$ cat src/rtl/tv80_alu16_seq.sv
// rtl/tv80_alu16_seq.sv - 16-bit ADD/ADC/SBC sequencer issuing two chained 8-bit TV80 ALU steps
// Optional feature macro: TV80_ALU16_SUB_EN (op 11 = SUB16; otherwise op 11 passes a16/f_in through)
module tv80_alu16_seq #(
    parameter int Flag_C = 0,
    parameter int Flag_Z = 6
) (
    input  logic        clk,
    input  logic        reset,
    input  logic        start,
    input  logic [1:0]  op,
    input  logic [15:0] a16,
    input  logic [15:0] b16,
    input  logic [7:0]  f_in,
    output logic        busy,
    output logic        done,
    output logic [15:0] result,
    output logic [7:0]  f_out,
    output logic [3:0]  alu_op,
    output logic [7:0]  alu_busa,
    output logic [7:0]  alu_busb,
    output logic        alu_arith16,
    output logic        alu_z16,
    output logic [7:0]  alu_f_in,
    input  logic [7:0]  alu_q,
    input  logic [7:0]  alu_f
);

    typedef enum logic [1:0] {
        S_IDLE = 2'b00,
        S_LO   = 2'b01,
        S_HI   = 2'b10,
        S_DONE = 2'b11
    } state_t;

    state_t      state;
    state_t      state_nx;
    logic [15:0] a_r;
    logic [15:0] b_r;
    logic [1:0]  op_r;
    logic [7:0]  f_r;
    logic [7:0]  ft_r;
    logic [7:0]  chain_f;
    logic        pass_thru;

`ifdef TV80_ALU16_SUB_EN
    assign pass_thru = 1'b0;
`else
    assign pass_thru = (op_r == 2'b11);
`endif

    // High step consumes the low-byte carry (ADC/SBC chain) and zero (Z16 chain).
    always_comb begin
        chain_f         = ft_r;
        chain_f[Flag_C] = ft_r[Flag_C];
        chain_f[Flag_Z] = ft_r[Flag_Z];
    end

    always_ff @(posedge clk) begin
        if (reset) begin
            state  <= S_IDLE;
            a_r    <= 16'h0000;
            b_r    <= 16'h0000;
            op_r   <= 2'b00;
            f_r    <= 8'h00;
            ft_r   <= 8'h00;
            result <= 16'h0000;
            f_out  <= 8'h00;
        end else begin
            state <= state_nx;
            case (state)
                S_IDLE: begin
                    if (start) begin
                        a_r  <= a16;
                        b_r  <= b16;
                        op_r <= op;
                        f_r  <= f_in;
                    end
                end
                S_LO: begin
                    result[7:0] <= pass_thru ? a_r[7:0] : alu_q;
                    ft_r        <= pass_thru ? f_r : alu_f;
                end
                S_HI: begin
                    result[15:8] <= pass_thru ? a_r[15:8] : alu_q;
                    f_out        <= pass_thru ? ft_r : alu_f;
                end
                default: ;
            endcase
        end
    end

    always_comb begin
        state_nx    = state;
        alu_op      = 4'b0000;
        alu_busa    = 8'h00;
        alu_busb    = 8'h00;
        alu_arith16 = 1'b0;
        alu_z16     = 1'b0;
        alu_f_in    = 8'h00;
        busy        = (state != S_IDLE);
        done        = (state == S_DONE);
        case (state)
            S_IDLE: begin
                if (start) state_nx = S_LO;
            end
            S_LO: begin
                state_nx = S_HI;
                if (!pass_thru) begin
                    alu_busa    = a_r[7:0];
                    alu_busb    = b_r[7:0];
                    alu_f_in    = f_r;
                    alu_arith16 = (op_r == 2'b00);
                    case (op_r)
                        2'b00:   alu_op = 4'b0000;
                        2'b01:   alu_op = 4'b0001;
                        2'b10:   alu_op = 4'b0011;
                        default: alu_op = 4'b0010;
                    endcase
                end
            end
            S_HI: begin
                state_nx = S_DONE;
                if (!pass_thru) begin
                    alu_busa    = a_r[15:8];
                    alu_busb    = b_r[15:8];
                    alu_f_in    = chain_f;
                    alu_arith16 = (op_r == 2'b00);
                    alu_z16     = (op_r != 2'b00);
                    alu_op      = op_r[1] ? 4'b0011 : 4'b0001;
                end
            end
            default: state_nx = S_IDLE;
        endcase
    end

endmodule

$ cat config.mk
export PLATFORM = sky130hd
export DESIGN_NAME = tv80_alu16_seq
export DESIGN_NICKNAME = d
export VERILOG_FILES = /design/src/rtl/tv80_alu16_seq.sv
export SDC_FILE = /design/constraint.sdc
export NUM_CORES = 1
export LEC_CHECK = 0
export BUFFER_PORTS_ARGS = -buffer_cell sky130_fd_sc_hd__buf_4
export CAP_MARGIN = 5
export CORE_ASPECT_RATIO = 2
export CORE_MARGIN = 10
export CORE_UTILIZATION = 43
export DETAILED_ROUTE_END_ITERATION = 7
export PLACE_DENSITY = 0.76
export SLEW_MARGIN = 20
export SYNTH_ARGS = -nofsm -noshare
export SYNTH_HDL_FRONTEND = slang
export SYNTH_SLANG_ARGS = --single-unit
export TNS_END_PERCENT = 30
$ cat constraint.sdc
create_clock -name clk -period 3.1 [get_ports clk]
set_input_delay 0.155 -clock clk [delete_from_list [all_inputs] [get_ports clk]]
set_output_delay 0.155 -clock clk [all_outputs]
set_load 0.01 [all_outputs]
After elaboration in Yosys (flattened, before gate mapping). Cells that the tools add are included.

Flip-flop bits (word level): 76. Input port bits: 61. Output and inout port bits: 56. Logic and storage cells: 46.

Equality and inequality tests: 7. Muxes and demuxes: 24. Reductions and logical operators: 6.

Operator list (number): $mux 8 (10); $pmux 8 s2 (3); $pmux 2 s3 (2); $eq 2x2->1 const B (4); $mux 2 (4); $eq 2x1->1 const B (2); $logic_not 2->1 (2); $mux 1 (4); $pmux 2 s2 (1); $reduce_bool 2->1 (2); $ne 2x2->1 const B (1); $reduce_and 2->1 (1); $reduce_or 2->1 (1).

Depth between registers and ports, before layout.
Word-level depth: 4. Depth in mapped cells: 7. Depth with buffers taken out: 5.

Worst setup path after synthesis. Ideal clock, no wire load.

Kind: flip-flop to output port. Start point: register state[0]. End point: output port alu_f_in[6]. Arrival: 1.245 ns. Data required time: 2.945 ns. Setup slack: 1.700 ns. Cell stages (with the launch flop): 7. Buffers on the path: 2. Cells stage by stage: dfxtp_1 -> inv_1 -> ha_1 -> buf_2 -> buf_2 -> a22oi_1 -> nor3b_1.

Cells in the longest elaborated chain, start to end: 2. Elaborated cells between the ends (all ways): 3. Those cells by class: 2 x eq/ne; 1 x mux.

RTL lines: start, declared (RTL line 35) `state_t state;`; start signal, assigned (RTL line 69) `state <= state_nx;`; $eq 2x2->1 or $eq 2x1->1 (tied branches) (RTL line 102) `case (state)`; $pmux 8 s2 * (RTL line 102); end, declared (RTL line 23) `output logic [7:0] alu_f_in,`.

Every way passes the cells marked *; elsewhere a longest branch is shown, timed or not.

Final worst setup path.
Start point: register state[0]. End point: output port alu_busa[7].

Cells in the longest elaborated chain, start to end: 2. Elaborated cells between the ends (all ways): 3. Those cells by class: 2 x eq/ne; 1 x mux.

RTL lines: $eq 2x2->1 or $eq 2x1->1 (tied branches) (RTL line 102); $pmux 8 s2 * (RTL line 102); end, declared (RTL line 19) `output logic [7:0] alu_busa,`.

Marks and branches as above.

==> run_results.csv <==
group,metric,value,unit
cts,cts_buffers,9,
routing,drc_errors,0,
synth,postSynthCellCount,417,
routing,initialDrtViolationCount,192,
layout,seqCellArea,0.00152,mm^2
status,outcome,"complete, no violations",
synth,ys_top_cells_by_count,"nand2_1, dfxtp_1, nor2_1",
floorplanning,io_pins,117,
pwr,pwr-share-seq,41.2,%
timing,period_minus_slack,2.44,ns
layout,drive_above_1_share,26.4,%
cts,postCtsSetupBuffers,0,
cts,cts_hold_buf,0,
critical_path,path_class,"register to output pin",
timing,tightestPinTransition,1.03,ns
timing,hold_violations,0,
critical_path,cpPeakStageDelay,0.72,ns
timing,setup_ws,0.658,ns
pwr,clockPowerShare,33.5,%
synth,synth_edf_count,0,
critical_path,cp_data_required_time,2.94,ns
placed_design,pre_cts_ws,1.01,ns
synth,synthTopCellsByArea,"dfxtp_1, nand2_1, mux2i_1",
global_routing,use_met3,3.21,%
cts,tritoncts,"done",
floorplanning,die_h,147,um
cts,cts.repair.resized,0,
global_routing,met2_usage,29.0,%
routing,postRouteAntennaNets,0,
placed_design,gp_congestion,0.884,
timing,grt_setup_unrepaired,"no",
critical_path,path_buf_inv,2,
layout,num_antenna_cells,0,
critical_path,ff2ff_setup_slack,1.24,ns
global_routing,grt_antenna_before_repair,0,
layout,multi_input_area,0.00170,mm^2
layout,instances_no_fill,611,
floorplanning,initial_core_util,43.9,%
global_routing,grt_busiest_layer,"met2",
global_routing,track_usage,15.9,%
cts,worstSkewPairLatency,0.34,ns
timing,fin_crit_sh,78.8,%
routing,via_per_inst,5.26,
synth,ys_seq_area_share,43.7,%
synth,synth-async-reset-ratio,0,%
placed_design,placed_cells,595,
synth,avgSynthCellArea,8.36,um^2
cts,clock-sinks,76,
layout,fill_cells,772,
timing,setup_viol,0,
critical_path,cp_max_fo,23,
synth,yosys_warnings,0,
synth,synth_cell_type_count,23,
critical_path,cp_top_family,"simple AND/OR/NAND/NOR gates",
cts,cts_root_buf,"clkbuf_16",
placed_design,portBuffers,114,
pwr,ir_drop,0.000447,V
pwr,power.leakage,1.82,nW
floorplanning,row_count,46,
global_routing,grt_pass1_vias,3267,
floorplanning,die-width,83.7,um
cts,clk_pin_slew,0.06,ns
timing,fmax,410,MHz
synth,synthesis.area,0.00348,mm^2
synth,synth_area_leader_cell,"dfxtp_1",
pwr,switching_power,906,uW
routing,wl_per_cell,16.7,um
min_path,hold_class,"input pin to register",
synth,ys_seq_elements,76,
cts,cts_max_level,3,
critical_path,slowest_stage,"nand2b_1",
critical_path,crit_arrival,2.29,ns
floorplanning,die-area,0.0123,mm^2
floorplanning,placeableCoreArea,0.00794,mm^2
synth,yosysMostFrequentCell,"nand2_1",
layout,areaGrowthSynthToFinish,30.8,%
placed_design,place.detailed.hpwl,7590,um
pwr,combPwrFrac,25.4,%
pwr,p_per_area,639,mW/mm^2
critical_path,crit_path_end_kind,"output pin",
pwr,swShare,31.1,%
pwr,internal_power,2.01,mW
global_routing,grt_first_pass_wirelength,16000,um
timing,fin_skew,0.00652,ns
routing,wl,10200,um
timing,setup_tns,0,ns
cts,clockBufferDepth,2,
synth,synthFlopType,"dfxtp_1",
layout,nets,580,
routing,num_vias,3215,
timing,slew-limit-headroom,31.1,%
job,drv_cap,0,
global_routing,grt_use_met1,16.3,%
critical_path,start_kind,"register",
routing,drt-pass1-iter-count,4,
timing,slew_viol_final,0,
layout,utilization,57.4,%
pwr,power,2.91,mW
critical_path,path_cells,"inv_1 > ha_1 > nand2b_1 > nor2_1 > buf_4",
global_routing,grt-ovfl-total,0,
global_routing,grt_max_degree,77,
synth,synth_top_area_share,43.7,%
[per-stage QoR]
step                      area, um^2  hold WS (ns)
after floorplan                 3490         0.291
after global placement          4280         0.403
after detailed placement        4280         0.412
after CTS                       4560        0.0582
after global routing            4560        0.0824
final                           4560        0.0623
[layout by cell type (no fill, tap or decap), types with 2 or more instances in the layout]
cell type	netlist	routed
ha_1	9	7
conb_1	1	2
clkbuf_1	7	2
nand2b_1	2	2
a211oi_1	32	32
nor2_1	56	56
clkbuf_16	0	9
nand2_1	88	88
mux2i_1	32	32
a22oi_1	24	24
a21oi_1	44	44
inv_1	5	5
dfxtp_1	76	76
ha_2	0	2
and2_1	3	3
buf_4	4	119
clkbuf_8	0	2
[kinds of logic (layout without fill, tap and decap cells)]
| logic type | after synthesis | in the layout | synth area share, % |
|---|---|---|---|
| other cells | 1 | 2 | 0.108 |
| buf+inv | 44 | 141 | 7.76 |
| fa+ha+maj | 9 | 9 | 3.23 |
| simple gates | 151 | 151 | 16.8 |
| compound gates | 104 | 104 | 19.2 |
| mux | 32 | 32 | 9.19 |
| flops | 76 | 76 | 43.7 |
[flip-flops by register name, indices dropped and copies added (netlist names)]
name and cells:
f_r 8, a_r 16, state 2, result 16, op_r 2, f_out 8
chain_f 8, b_r 16
[final timing paths]
check / cells after the start / to / start
worst min register to register: 2 / b_r[5]$_SDFFE_PP0P_ / b_r[5]$_SDFFE_PP0P_
worst max-delay path: 5 / alu_busa[7] / state[0]$_SDFFE_PP0P_
worst min-delay path: 3 / b_r[11]$_SDFFE_PP0P_ / b16[11]
worst max register to register: 6 / f_r[1]$_SDFFE_PP0P_ / state[0]$_SDFFE_PP0P_
[power groups by stage]
stage,clock (mW),combinational [mW],sequential (mW)
after global routing,1.01,0.824,1.22
final,0.975,0.738,1.20
after floorplan,0,0.457,1.22
after detailed placement,0,0.742,1.22
after CTS,0.984,0.745,1.20
after global placement,0,0.725,1.21
[worst reg2reg max path: cells and delay by family (launching register included)]
family,cells,cell delay [ns]
DFF,1,0.41
and+or+nand+nor,2,0.63
adders and majority gates,1,0.27
buffers and inverters,2,0.34
AOI/OAI and AO/OA,1,0.14
[per-layer routing]
metal  vias to the layer above  wire length, um
li1                       1607                -
met1                      1502             3890
met2                        85             5550
met3                        21              443
met4                         0              287
met5                         -                0
[final cells by class]
cell class                      count  area share (%)
Clock buffer                       13            5.71
Clock inverter                      3           0.467
Inverter                            5           0.412
Multi-Input combinational cell    298            37.3
Sequential cell                    76            33.4
Tap cell                           96            2.64
Timing Repair Buffer              120            20.0
Note: power is estimated with default switching activity, not from simulation.
